[config.mk]
export PLATFORM = sky130hd
export DESIGN_NAME = shooter_sprite_renderer
export DESIGN_NICKNAME = d
export VERILOG_FILES = /design/src/rtl/shooter_sprite_renderer_pkg.sv /design/src/rtl/shooter_pos_ctrl.sv /design/src/rtl/shooter_sprite_renderer.sv
export SDC_FILE = /design/constraint.sdc
export NUM_CORES = 1
export LEC_CHECK = 0
export ABC_AREA = 1
export CORE_UTILIZATION = 48
export CTS_CLUSTER_SIZE = 14
export DETAILED_ROUTE_END_ITERATION = 16
export PLACE_DENSITY = 0.81
export SLEW_MARGIN = 30
export SYNTH_ARGS = -nofsm -noshare
export SYNTH_HDL_FRONTEND = slang
export SYNTH_SLANG_ARGS = --single-unit
[constraint.sdc]
create_clock -name clk -period 1.8 [get_ports clk]
set_input_delay 0.36 -clock clk [delete_from_list [all_inputs] [get_ports clk]]
set_output_delay 0.36 -clock clk [all_outputs]
set_load 0.005 [all_outputs]
[src/rtl/shooter_sprite_renderer_pkg.sv]
// -----------------------------------------------------------------------------
// shooter_sprite_renderer_pkg
// Shared constants, sprite geometry and FSM state encoding for the shooter
// sprite renderer and its position controller.
//
// Build option: define SHOOTER_SCALE2_EN for 2x scaling in both directions.
// The sprite is then 32x32, each ROM bit is held for two pixels, and each ROM
// row is shown on two scanlines. When the macro is undefined the sprite is
// drawn 1:1 as 16x16.
// -----------------------------------------------------------------------------
package shooter_sprite_renderer_pkg;

    localparam int unsigned SPRITE_W = 32'd16;
    localparam int unsigned SPRITE_H = 32'd16;
    localparam int unsigned H_ACTIVE = 32'd640;
    localparam int unsigned V_ACTIVE = 32'd480;

`ifdef SHOOTER_SCALE2_EN
    localparam int unsigned ROW_SHIFT = 32'd1;
`else
    localparam int unsigned ROW_SHIFT = 32'd0;
`endif

    // On-screen footprint of the sprite after scaling
    localparam int unsigned EFF_W = SPRITE_W << ROW_SHIFT;
    localparam int unsigned EFF_H = SPRITE_H << ROW_SHIFT;

    typedef enum logic {
        ST_IDLE  = 1'b0,
        ST_SHIFT = 1'b1
    } shooter_state_e;

    // Map a sprite-relative scanline offset onto a ROM row (each row repeats
    // on 2^ROW_SHIFT scanlines)
    function automatic logic [3:0] row_select(input logic [9:0] row_off);
        return 4'(row_off >> ROW_SHIFT);
    endfunction

endpackage

[src/rtl/shooter_pos_ctrl.sv]
// -----------------------------------------------------------------------------
// shooter_pos_ctrl
// Holds the shooter's horizontal position. The position starts centred and
// moves by STEP once per frame while exactly one button is held. A step that
// would cross an edge lands on that edge.
//
// Build option: SHOOTER_SCALE2_EN widens the sprite to 32 pixels. This moves
// the right bound and the reset centre.
//
// Ports:
//   clk        in   pixel clock
//   reset      in   asynchronous active-high reset
//   frame_tick in   one-cycle pulse per frame; buttons are sampled here only
//   btn_left   in   move-left request (synchronised)
//   btn_right  in   move-right request (synchronised)
//   shooter_x  out  registered left edge of the shooter [9:0]
// -----------------------------------------------------------------------------
module shooter_pos_ctrl #(
    parameter int unsigned STEP     = 32'd2,
    parameter int unsigned H_ACTIVE = 32'd640
) (
    input  logic       clk,
    input  logic       reset,
    input  logic       frame_tick,
    input  logic       btn_left,
    input  logic       btn_right,
    output logic [9:0] shooter_x
);
    import shooter_sprite_renderer_pkg::*;

    // The arithmetic is one bit wider than the position, so a step cannot wrap.
    localparam logic [10:0] X_MAX   = 11'(H_ACTIVE - EFF_W);
    localparam logic [10:0] X_RESET = 11'((H_ACTIVE - EFF_W) / 32'd2);
    localparam logic [10:0] STEP_W  = 11'(STEP);

    logic [10:0] x_ext_s;
    logic [10:0] sum_s;
    logic [9:0]  x_nxt_s;

    assign x_ext_s = {1'b0, shooter_x};

    // Next position: step and clamp on a frame tick with exactly one button held
    always_comb begin
        sum_s   = x_ext_s + STEP_W;
        x_nxt_s = shooter_x;
        if (frame_tick && btn_left && !btn_right) begin
            if (x_ext_s < STEP_W) begin
                x_nxt_s = 10'd0;
            end else begin
                x_nxt_s = 10'(x_ext_s - STEP_W);
            end
        end else if (frame_tick && btn_right && !btn_left) begin
            if (sum_s > X_MAX) begin
                x_nxt_s = X_MAX[9:0];
            end else begin
                x_nxt_s = sum_s[9:0];
            end
        end else begin
            x_nxt_s = shooter_x;
        end
    end

    // Position register, centred on reset
    always_ff @(posedge clk or posedge reset) begin
        if (reset) begin
            shooter_x <= X_RESET[9:0];
        end else begin
            shooter_x <= x_nxt_s;
        end
    end

endmodule

[src/rtl/shooter_sprite_renderer.sv]
// -----------------------------------------------------------------------------
// shooter_sprite_renderer
// Serialises the shooter bitmap into a per-pixel pixel_on stream. On each
// sprite scanline the row word is latched when hpos reaches shooter_x. The
// word is then emitted MSB first, one bit per pixel, or one bit per two
// pixels when scaled. pixel_on lags hpos by one cycle.
//
// Build option: define SHOOTER_SCALE2_EN for 2x scaling (32x32 on screen).
// When undefined the sprite is drawn 16x16.
//
// Ports:
//   clk           in   pixel clock
//   reset         in   asynchronous active-high reset
//   hpos, vpos    in   current pixel column / scanline [9:0]
//   frame_tick    in   once-per-frame pulse (vertical blank)
//   btn_left      in   move-left request
//   btn_right     in   move-right request
//   rom_row_index out  combinational ROM row select [3:0]
//   rom_row_data  in   ROM row word, bit 15 = leftmost pixel [15:0]
//   pixel_on      out  registered shooter pixel for the previous hpos
//   shooter_x     out  registered left edge of the shooter [9:0]
// -----------------------------------------------------------------------------
module shooter_sprite_renderer #(
    parameter int unsigned SPRITE_Y = 32'd440,
    parameter int unsigned STEP     = 32'd2,
    parameter int unsigned H_ACTIVE = 32'd640
) (
    input  logic        clk,
    input  logic        reset,
    input  logic [9:0]  hpos,
    input  logic [9:0]  vpos,
    input  logic        frame_tick,
    input  logic        btn_left,
    input  logic        btn_right,
    output logic [3:0]  rom_row_index,
    input  logic [15:0] rom_row_data,
    output logic        pixel_on,
    output logic [9:0]  shooter_x
);
    import shooter_sprite_renderer_pkg::*;

    localparam logic [4:0] LAST_CNT = 5'(EFF_W - 32'd1);

    shooter_state_e state_r, state_nxt_s;
    logic [15:0]    row_r, row_nxt_s;
    logic [4:0]     cnt_r, cnt_nxt_s;
    logic           pixel_nxt_s;
    logic           line_act_s;
    logic [4:0]     cnt_inc_s;
    logic [3:0]     bit_pos_s;

    shooter_pos_ctrl #(
        .STEP     (STEP),
        .H_ACTIVE (H_ACTIVE)
    ) u_pos (
        .clk        (clk),
        .reset      (reset),
        .frame_tick (frame_tick),
        .btn_left   (btn_left),
        .btn_right  (btn_right),
        .shooter_x  (shooter_x)
    );

    assign line_act_s    = ({1'b0, vpos} >= 11'(SPRITE_Y)) &&
                           ({1'b0, vpos} <  11'(SPRITE_Y + EFF_H));
    assign rom_row_index = row_select(vpos - 10'(SPRITE_Y));

    // cnt_inc_s is the pixel offset of the bit due next. In scaled mode each
    // bit covers two offsets, so the offset is halved to select the bit.
    assign cnt_inc_s = cnt_r + 5'd1;
    assign bit_pos_s = 4'd15 - 4'(cnt_inc_s >> ROW_SHIFT);

    // Next state: trigger on the sprite's left edge, then stream the latched row
    always_comb begin
        state_nxt_s = state_r;
        row_nxt_s   = row_r;
        cnt_nxt_s   = cnt_r;
        pixel_nxt_s = 1'b0;
        case (state_r)
            ST_IDLE: begin
                if (line_act_s && (hpos == shooter_x)) begin
                    state_nxt_s = ST_SHIFT;
                    row_nxt_s   = rom_row_data;
                    pixel_nxt_s = rom_row_data[15];
                    cnt_nxt_s   = 5'd0;
                end else begin
                    pixel_nxt_s = 1'b0;
                end
            end
            ST_SHIFT: begin
                if (cnt_r == LAST_CNT) begin
                    state_nxt_s = ST_IDLE;
                    pixel_nxt_s = 1'b0;
                end else begin
                    pixel_nxt_s = row_r[bit_pos_s];
                    cnt_nxt_s   = cnt_inc_s;
                end
            end
            default: begin
                state_nxt_s = ST_IDLE;
                pixel_nxt_s = 1'b0;
            end
        endcase
    end

    // State, latched row word, bit counter and output pixel registers
    always_ff @(posedge clk or posedge reset) begin
        if (reset) begin
            state_r  <= ST_IDLE;
            row_r    <= 16'd0;
            cnt_r    <= 5'd0;
            pixel_on <= 1'b0;
        end else begin
            state_r  <= state_nxt_s;
            row_r    <= row_nxt_s;
            cnt_r    <= cnt_nxt_s;
            pixel_on <= pixel_nxt_s;
        end
    end

endmodule
==> results.tsv, run 1 <==
metric	value	unit
cts.sinks	32	
ys_seq_area_frac	0.3610	
track_usage	0.2299	
clockBufferDepth	2	
synth.net_count	359	
synth_cell_types	36	
synth-edff-count	0	
gp_congestion	0.9261	
clk_latency	0.28	ns
wl_met1	2494	um
die_w	70.20	um
final_core_util	0.6811	
ir_drop	585.5	uV
total_power	3.367	mW
top_layer	met4	
final_cells	430	
r2r_slack	0.06	ns
status	finished clean	
crit_start	u_pos.shooter_x[4]$_DFFE_PP1P_	
cts_hold_buf	0	
path_class	reg -> out	
ios	56	
leakage	1.500	nW
rr_worst_depth	12	
rsz0062_at_grt	true	
critPathBufInv	1	
end_kind	output port	
finalWirelength	5438	um
setup-violations-final	0	
critPathMaxStageDelay	0.60	ns
ys_warn_count	0	
postRouteAntennaNets	0	
crit_path_end	shooter_x[4]	
cp_max_fo	5	
grt_max_degree	33	
path_cells	clkdlybuf4s50_1	
min_period_over_period	0.9811	
synthFlopType	dfrtp_1	
fmax	566.3	MHz
cp.depth	1	
drt-initial-drc-count	135	
whs	0.4665	ns
placed_cells	415	
final_nets	422	
vias	2233	
drive_gt1_frac	0.1746	
ys_top_cells_by_area	dfrtp_1 (31%), nand2_1 (13%), nor2_1 (6.7%)	
design.die.area	4927	um^2
grt_pass1_wl	9018	um
wl_met3	279	um
io_buffers	48	
synthArstFlopShare	1.000	
cpLargestDelayFamily	flip-flops	
fin_skew	0.004170	ns
place_area	2794	um^2
cts_buffers	5	
cts_tree	yes	
drt-wirelength-per-cell	12.65	um
drtPass1Iterations	4	
slew_viol_final	0	
grt_antenna_before_repair	0	
r2r-end	u_pos.shooter_x[1]$_DFFE_PP0P_	
gr-total-overflow	0	
avgViaCountPerCell	5.193	
maxCapViolations	0	
die_y	70.20	um
coreArea	4414	um^2
rows	24	
synth-seq-cells	32	
antennaDiodeCount	0	
crit_slowest_cell	dfstp_2	
design_area	3007	um^2
synth_top_area_share	0.3139	
areaGrowthSynthToFinish	34.70	%
dp_hpwl	3924	um
required	1.44	ns
drc	0	
power.density	1120	nW/um^2
clk_pin_slew	0.07	ns
layout_min_cycle_time	1.766	ns
met2_wirelength	2600	um
yosysTopAreaCell	dfrtp_1	
avgSynthCellArea	7.109	um^2
finalHoldViolations	0	
htreeDepth	2	
netlist_instances	314	
r2r_start	u_pos.shooter_x[4]$_DFFE_PP1P_	
initial_core_util	0.5057	
crit_arrival	1.41	ns
grt_pass1_vias	2068	
netlist_area	2232	um^2
hp-class	in -> async	
root_buffer	clkbuf_8	
startpoint_type	flop	
[cells in the final DEF, fill, tap and decap left out, drive strengths merged, types with 4 or more instances in the layout]
cell type,netlist,routed
nand2,85,85
o21ai,26,26
dfrtp,28,28
a21oi,10,10
inv,31,31
dfstp,4,4
clkbuf,1,6
clkdlybuf4s50,0,47
nor2,43,43
nand4,7,7
xor2,9,9
nand3,31,31
buf,14,23
ha,4,4
xnor2,5,5
[flip-flops by register name, indices dropped and copies added, names as in the netlist]
register / count
cnt_r: 5
u_pos.shooter_x: 9
state_r: 1
pixel_on: 1
row_r: 16
[layout make-up]
| class | count | area (um^2) |
|---|---|---|
| inverters | 32 | 120.1 |
| well taps | 52 | 65.06 |
| clock buffers | 6 | 72.57 |
| repair buffers | 71 | 655.6 |
| flip-flops and latches | 32 | 807.0 |
| clock inverters | 2 | 35.03 |
| fillers | 368 | 1408 |
| multi-input cells | 235 | 1251 |
[repair_timing]
| item | 4_1_cts | 5_1_grt |
|---|---|---|
| pin swaps | 0 | 7 |
| resized for setup | 2 | 14 |
| buffers inserted | 3 | 4 |
| endpoints found under the setup margin | 4 | 13 |
[per-stage QoR]
stage | setup slack [ns] | setup TNS (ns)
6_report | 0.03404 | 0
5_1_grt | -0.06288 | -0.1498
4_1_cts | 0.01275 | 0
3_5_place_dp | -0.1050 | -1.032
3_3_place_gp | -0.03604 | -0.09172
2_1_floorplan | 0.1801 | 0
[layer usage]
layer / GRT usage / vias to the layer above
met5: 0 / -
met4: 0.06444 / 0
met3: 0.03463 / 9
met2: 0.3739 / 77
met1: 0.3188 / 1015
li1: - / 1132
[cell usage after synthesis (5+ instances only)]
cell	instances
buf_2	5
nor2_1	40
nand3_1	29
o21ai_1	7
a21oi_1	7
inv_2	5
nand4_1	7
buf_4	7
o21ai_0	17
inv_1	26
xor2_1	9
nand2_1	80
dfrtp_1	28
xnor2_1	5
[power by group]
group	leakage, nW	switching, mW	internal, mW
Combinational	1.04	0.847	0.808
Sequential	0.400	0.188	0.851
Clock	0.0552	0.262	0.410
[tightest hold or removal path, cell delays in order]
cell and delay [ns]:
clkdlybuf4s50_1 0.40, inv_1 0.05, buf_4 0.36
[kinds of logic (layout without fill, tap and decap cells)]
kind of cell	after synthesis	in the layout	share of synthesized area
XOR/XNOR	14	14	0.05493
flip-flops	32	32	0.3610
adder cells (fa/ha/maj)	4	4	0.02242
AO/OA/AOI/OAI	42	42	0.1076
AND/OR/NAND/NOR	174	174	0.3520
other	1	1	0.001680
buffers and inverters	47	111	0.1003
[how the worst min path moves through the flow]
stage                     cells past startpoint                   from                     to  slack, ns
after floorplan                               2   row_r[0]$_DFFE_PP0P_   row_r[0]$_DFFE_PP0P_       0.44
after global placement                        2  row_r[12]$_DFFE_PP0P_  row_r[12]$_DFFE_PP0P_       0.45
after detailed placement                      2  row_r[12]$_DFFE_PP0P_  row_r[12]$_DFFE_PP0P_       0.45
after CTS                                     2  row_r[12]$_DFFE_PP0P_  row_r[12]$_DFFE_PP0P_       0.47
after global routing                          2  row_r[11]$_DFFE_PP0P_  row_r[11]$_DFFE_PP0P_       0.49
final                                         3                  reset  row_r[12]$_DFFE_PP0P_       0.47
Note: power is estimated with default switching activity, not from simulation.
==> run 2, diff against run 1 <==
--- a/config.mk
+++ b/config.mk
@@ -10,6 +10,8 @@
 export CTS_CLUSTER_SIZE = 14
 export DETAILED_ROUTE_END_ITERATION = 16
 export PLACE_DENSITY = 0.81
+export REMOVE_ABC_BUFFERS = 1
+export SKIP_LAST_GASP = 1
 export SLEW_MARGIN = 30
 export SYNTH_ARGS = -nofsm -noshare
 export SYNTH_HDL_FRONTEND = slang
==> run 2 against run 1 <==
Against the previous run: hold slack improved by 0.0062 ns; design area rose by 0.87%; first-iteration DRC count rose by 19%; wire length rose by 3.4%; critical path depth rose by 8.
==> results.tsv, run 2 (same netlist as run 1, synthesis figures left out) <==
metric	value	unit	change
rr_worst_depth	9		was 12
grt_pass1_wl	9397	um	was 9018 um
coreArea	4414	um^2	unchanged
grt_pass1_vias	2076		was 2068
gr-total-overflow	0		unchanged
drive_gt1_frac	0.1785		was 0.1746
clk_pin_slew	0.07	ns	about the same
fmax	562.6	MHz	was 566.3 MHz
crit_arrival	1.99	ns	was 1.41 ns
cp_max_fo	5		unchanged
drt-wirelength-per-cell	12.99	um	was 12.65 um
drc	0		unchanged
ir_drop	596.5	uV	was 585.5 uV
r2r_start	u_pos.shooter_x[2]$_DFFE_PP0P_		was u_pos.shooter_x[4]$_DFFE_PP1P_
final_core_util	0.6871		was 0.6811
vias	2285		was 2233
clk_latency	0.28	ns	about the same
finalWirelength	5624	um	was 5438 um
die_w	70.20	um	unchanged
maxCapViolations	0		unchanged
root_buffer	clkbuf_8		unchanged
htreeDepth	2		unchanged
setup-violations-final	0		unchanged
final_common_cell	nand2_1		unchanged
ios	56		unchanged
fin_skew	0.003518	ns	was 0.004170 ns
top_regs	row_r (16), u_pos.shooter_x (9), cnt_r (5)		unchanged
status	finished clean		unchanged
cts.sinks	32		unchanged
cts_tree	yes		unchanged
final_nets	426		was 422
cts_buffers	5		unchanged
power.density	1094	nW/um^2	was 1120 nW/um^2
cts_hold_buf	0		unchanged
crit_start	u_pos.shooter_x[2]$_DFFE_PP0P_		was u_pos.shooter_x[4]$_DFFE_PP1P_
r2r-end	u_pos.shooter_x[6]$_DFFE_PP0P_		was u_pos.shooter_x[1]$_DFFE_PP0P_
grt_max_degree	33		unchanged
largest-register	row_r		unchanged
layout_min_cycle_time	1.777	ns	was 1.766 ns
startpoint_type	flop		unchanged
path_class	reg -> reg		was reg -> out
slew_viol_final	0		unchanged
track_usage	0.2395		was 0.2299
drt-initial-drc-count	160		was 135
largest_register_ffs	16		unchanged
antennaDiodeCount	0		unchanged
required	2.01	ns	was 1.44 ns
min_period_over_period	0.9875		was 0.9811
finalHoldViolations	0		unchanged
design.die.area	4927	um^2	unchanged
initial_core_util	0.5057		unchanged
end_kind	flop		was output port
gp_congestion	0.8964		was 0.9261
io_buffers	48		unchanged
leakage	1.521	nW	was 1.500 nW
grt_antenna_before_repair	0		unchanged
areaGrowthSynthToFinish	35.87	%	was 34.70%
r2r_slack	0.02	ns	was 0.06 ns
die_y	70.20	um	unchanged
clockBufferDepth	2		unchanged
hp-class	in -> async		unchanged
rows	24		unchanged
final_cell_mix	nand2_1 (79), clkdlybuf4s50_1 (47), nor2_1 (37)		was nand2_1 (79), clkdlybuf4s50_1 (47), nor2_1 (36)
fill_cells	376		was 368
drtPass1Iterations	4		unchanged
rsz0062_at_grt	true		unchanged
total_power	3.319	mW	was 3.367 mW
avgViaCountPerCell	5.277		was 5.193
dp_hpwl	3967	um	was 3924 um
postRouteAntennaNets	0		unchanged
crit_path_end	u_pos.shooter_x[6]$_DFFE_PP0P_		was shooter_x[4]
==> run 2: cell count changes in the layout (fill, tap and decap cells not counted), sizes merged <==
cell	before	now
buf	23	27
bufinv	1	0
clkbuf	6	7
clkinv	2	1
dlygate4sd2	1	0
dlymetal6s2s	0	1
==> run 2: repair_timing <==
item	4_1_cts	5_1_grt
pin swaps	0	5
gates cloned	0	0
gates resized for setup	0	14
buffers inserted	1	6
endpoints found under the setup margin	1	23
==> run 2: critical path, stage by stage (launching register included) <==
cell	delay [ns]
dfrtp_2	0.44
buf_4	0.15
nor2_1	0.15
nand4_1	0.25
buf_4	0.22
inv_1	0.06
nand2_1	0.07
a21oi_1	0.16
nor3_1	0.08
a21oi_2	0.12
==> run 2: area by class of cell <==
type | instances | area [um^2] | area share
Clock buffer | 7 | 96.34 | 0.03177
Inverter | 32 | 120.1 | 0.03960
Multi-Input combinational cell | 235 | 1241 | 0.4092
Sequential cell | 32 | 808.3 | 0.2665
Tap cell | 52 | 65.06 | 0.02145
Timing Repair Buffer | 75 | 701.9 | 0.2314
==> run 2: worst min-delay path by stage <==
stage                          start               endpoint  slack [ns]
6_report                       reset   cnt_r[3]$_DFFE_PP0P_        0.47
5_1_grt        row_r[10]$_DFFE_PP0P_  row_r[10]$_DFFE_PP0P_        0.50
4_1_cts         row_r[0]$_DFFE_PP0P_   row_r[0]$_DFFE_PP0P_        0.47
3_5_place_dp    row_r[0]$_DFFE_PP0P_   row_r[0]$_DFFE_PP0P_        0.46
3_3_place_gp   row_r[12]$_DFFE_PP0P_  row_r[12]$_DFFE_PP0P_        0.45
2_1_floorplan   row_r[0]$_DFFE_PP0P_   row_r[0]$_DFFE_PP0P_        0.44
==> run 2: power by group <==
part,internal [mW],leakage [nW],switching (mW)
logic,0.834,1.07,0.831
registers,0.854,0.399,0.201
clock network,0.340,0.0503,0.258
total,2.03,1.52,1.29
==> run 2: through the flow <==
step	std cells	setup TNS (ns)	setup slack, ns	instance area (um^2)	hold WS [ns]
finish	433	0	0.02252	3033	0.4727
floorplan	299	-0.07346	-0.03268	2128	0.4366
detailed placement	419	-1.073	-0.1135	2824	0.4582
CTS	427	0	0.0004640	2940	0.4735
global route	433	-0.3587	-0.09600	3033	0.5030
global placement	419	-0.1035	-0.03827	2824	0.4511
==> run 2: layer usage <==
metal | track usage | vias up | wire length [um]
li1 | - | 1135 | -
met5 | 0 | - | 0
met1 | 0.3219 | 1050 | 2519
met3 | 0.06205 | 8 | 398
met4 | 0.08667 | 0 | 99
met2 | 0.3729 | 92 | 2608
==> run 3, diff against run 2 <==
--- a/config.mk
+++ b/config.mk
@@ -6,13 +6,13 @@
 export NUM_CORES = 1
 export LEC_CHECK = 0
 export ABC_AREA = 1
+export CAP_MARGIN = 25
 export CORE_UTILIZATION = 48
 export CTS_CLUSTER_SIZE = 14
 export DETAILED_ROUTE_END_ITERATION = 16
 export PLACE_DENSITY = 0.81
 export REMOVE_ABC_BUFFERS = 1
 export SKIP_LAST_GASP = 1
-export SLEW_MARGIN = 30
 export SYNTH_ARGS = -nofsm -noshare
 export SYNTH_HDL_FRONTEND = slang
 export SYNTH_SLANG_ARGS = --single-unit
==> results of run 3 <==
No change in the layout: final DEF, timing and power equal those of run 2.
==> edit, RTL diff (settings of run 1) <==
Make the reset (`reset`) synchronous in 2 clocked blocks. Comments in the files are not updated.
--- a/src/rtl/shooter_pos_ctrl.sv
+++ b/src/rtl/shooter_pos_ctrl.sv
@@ -63,3 +63,3 @@
     // Position register, centred on reset
-    always_ff @(posedge clk or posedge reset) begin
+    always_ff @(posedge clk) begin
         if (reset) begin
--- a/src/rtl/shooter_sprite_renderer.sv
+++ b/src/rtl/shooter_sprite_renderer.sv
@@ -106,3 +106,3 @@
     // State, latched row word, bit counter and output pixel registers
-    always_ff @(posedge clk or posedge reset) begin
+    always_ff @(posedge clk) begin
         if (reset) begin
Function: differs if reset is asserted again (counterexample within 4 cycles, from zero or initial values and one cycle with reset high); with reset held inactive, the same outputs for 10 cycles.
==> edit against run 1 <==
Final area is 5.8% lower; setup slack better by 0.038 ns; wire length is 6.8% lower; area after synthesis is 5.7% lower; sequential cell count stayed put; worst hold slack better by 0.021 ns; critical path type unchanged; sequential share of layout area is 4.0 points lower; clock skew is 0.0021 ns higher.
Power is not compared: it rests on default switching activity, and its combinational part moved more than twofold at a synthesized area within 25%.
==> edit: results (changes against run 1) <==
status finished clean (unchanged); Clock Skew 0.00632 ns (was 0.00417 ns); DRT Wirelength 5070 um (was 5440 um); synth cell count leaders nor2_1, nand2_1, inv_1 (was nand2_1, nor2_1, nand3_1); family with the most delay on the worst path buffers and inverters (was flip-flops); DP Worst Slack -0.218 ns (was -0.105 ns); dominant synthesized flop cell dfxtp_1 (was dfrtp_1); async set or reset register ratio after synthesis 0% (was 100%); CTS Buffer Depth 2 (unchanged); share of layout cells above drive strength 1 13.4% (was 17.5%); peak supply drop 0.587 mV; Routed met3 length 493 um (was 279 um); reg2reg path depth 11 (was 12); Post-DP Area 0.00270 mm^2 (was 0.00279 mm^2); Critical Path Fanout Max 9 (was 5); Final period util 96.0% (was 98.1%); via count 2227 (was 2233); router iterations before antenna repair 4 (unchanged); met1 Use GR 33.4% (was 31.9%); Arr. time, crit path 1.37 ns (was 1.41 ns); reg2reg end u_pos.shooter_x[1]$_SDFFE_PP0P_ (was u_pos.shooter_x[1]$_DFFE_PP0P_); Clock Latency Late Sink 0.29 ns; clk root buf clkbuf_8 (unchanged); Slowest-stage cell, CP clkdlybuf4s50_1 (was dfstp_2); grt met3 use 6.33% (was 3.46%); uppermost layer routed met4 (unchanged); synth warn 0 (unchanged); hold endpoint cnt_r[3]$_SDFFE_PP0P_; largest cells by area after synthesis dfxtp_1, nor2_1, o21ai_0 (was dfrtp_1, nand2_1, nor2_1); metal2 WL 2210 um (was 2600 um); largest net degree at the start of global routing 26 (was 33); wl on met1 2340 um (was 2490 um); Net Count, Synth 376 (was 359); Setup crit start u_pos.shooter_x[6]$_SDFFE_PP0P_ (was u_pos.shooter_x[4]$_DFFE_PP1P_); Final Non-Filler Cells 439 (was 430); Final #Nets 433 (was 422); Cells after Synth 331 (was 314); slowest stage delay, CP 0.57 ns (was 0.60 ns); GRT met2 Usage 35.3% (was 37.4%); FF-to-FF Start u_pos.shooter_x[2]$_SDFFE_PP0P_ (was u_pos.shooter_x[4]$_DFFE_PP1P_); CP endpoint shooter_x[6] (was shooter_x[4]); min-delay worst type flip-flop to flip-flop (was input port to async pin); Iteration-0 DRC Markers 143 (was 135); Unique masters post-synth 34 (was 36); postcts setup bufs 0 (was 3); Seq/Total Area, Yosys 30.4% (was 36.1%); R2R Setup Slk 0.15 ns (was 0.06 ns); vias in the first global route 1900 (was 2068); first-pass GRT wire length 8270 um (was 9020 um); HPWL Detailed 3740 um (was 3920 um); Top Registers row_r x16, u_pos.shooter_x x9, cnt_r x5 (unchanged); remaining antenna violation count 0 (unchanged); total track usage 23.7% (was 23.0%); launch point of the worst hold path cnt_r[3]$_SDFFE_PP0P_; Placer Congestion 0.882 (was 0.926)
==> edit: changes by cell type after synthesis, moves of 21 or more <==
cell            run 1  this run
dfrtp_1            28         0
dfxtp_1             0        32
nand2_1            80        50
nor2_1             40        66
o21ai_0            17        38
==> edit: power by group <==
| group | total (mW) | switching, mW | internal, mW |
|---|---|---|---|
| registers | 0.755 | 0.0296 | 0.725 |
| clock network | 0.680 | 0.269 | 0.410 |
| logic | 0.362 | 0.162 | 0.200 |
| total | 1.80 | 0.461 | 1.34 |
==> edit: final cells by class <==
cell class                      instances  area (um^2)
Sequential cell                        32          648
Timing Repair Buffer                   67          639
Clock buffer                            6         72.6
Inverter                               46          176
Fill cell                             374         1280
Tap cell                               50         62.6
Clock inverter                          2         35.0
Multi-Input combinational cell        236         1200
==> edit: cells by family (layout without fill, tap and decap cells) <==
kind of cell             after synthesis  after routing  synth area share, %
XOR/XNOR                              14             14                 6.18
adder cells (fa/ha/maj)                4              4                 2.38
AND/OR/NAND/NOR                      153            153                 31.6
buffers and inverters                 63            121                 13.1
flip-flops                            32             32                 30.4
other                                  1              1                0.178
AO/OA/AOI/OAI                         64             64                 16.2
==> edit: metrics by stage <==
step / hold slack (ns) / util, % / TNS (ns)
after global routing: 0.509 / 68.8 / -0.0318
after global placement: 0.466 / 65.6 / -4.02
after floorplan: 0.441 / - / 0
final: 0.488 / 68.8 / 0
after CTS: 0.488 / 68.3 / 0
after detailed placement: 0.471 / 65.6 / -4.40
==> edit: timing repair <==
item | in CTS | in global routing
setup endpoints to repair | 0 | 22
hold buffers | 0 | 0
gates resized for setup | 0 | 11
endpoints found under the hold margin | 0 | 0
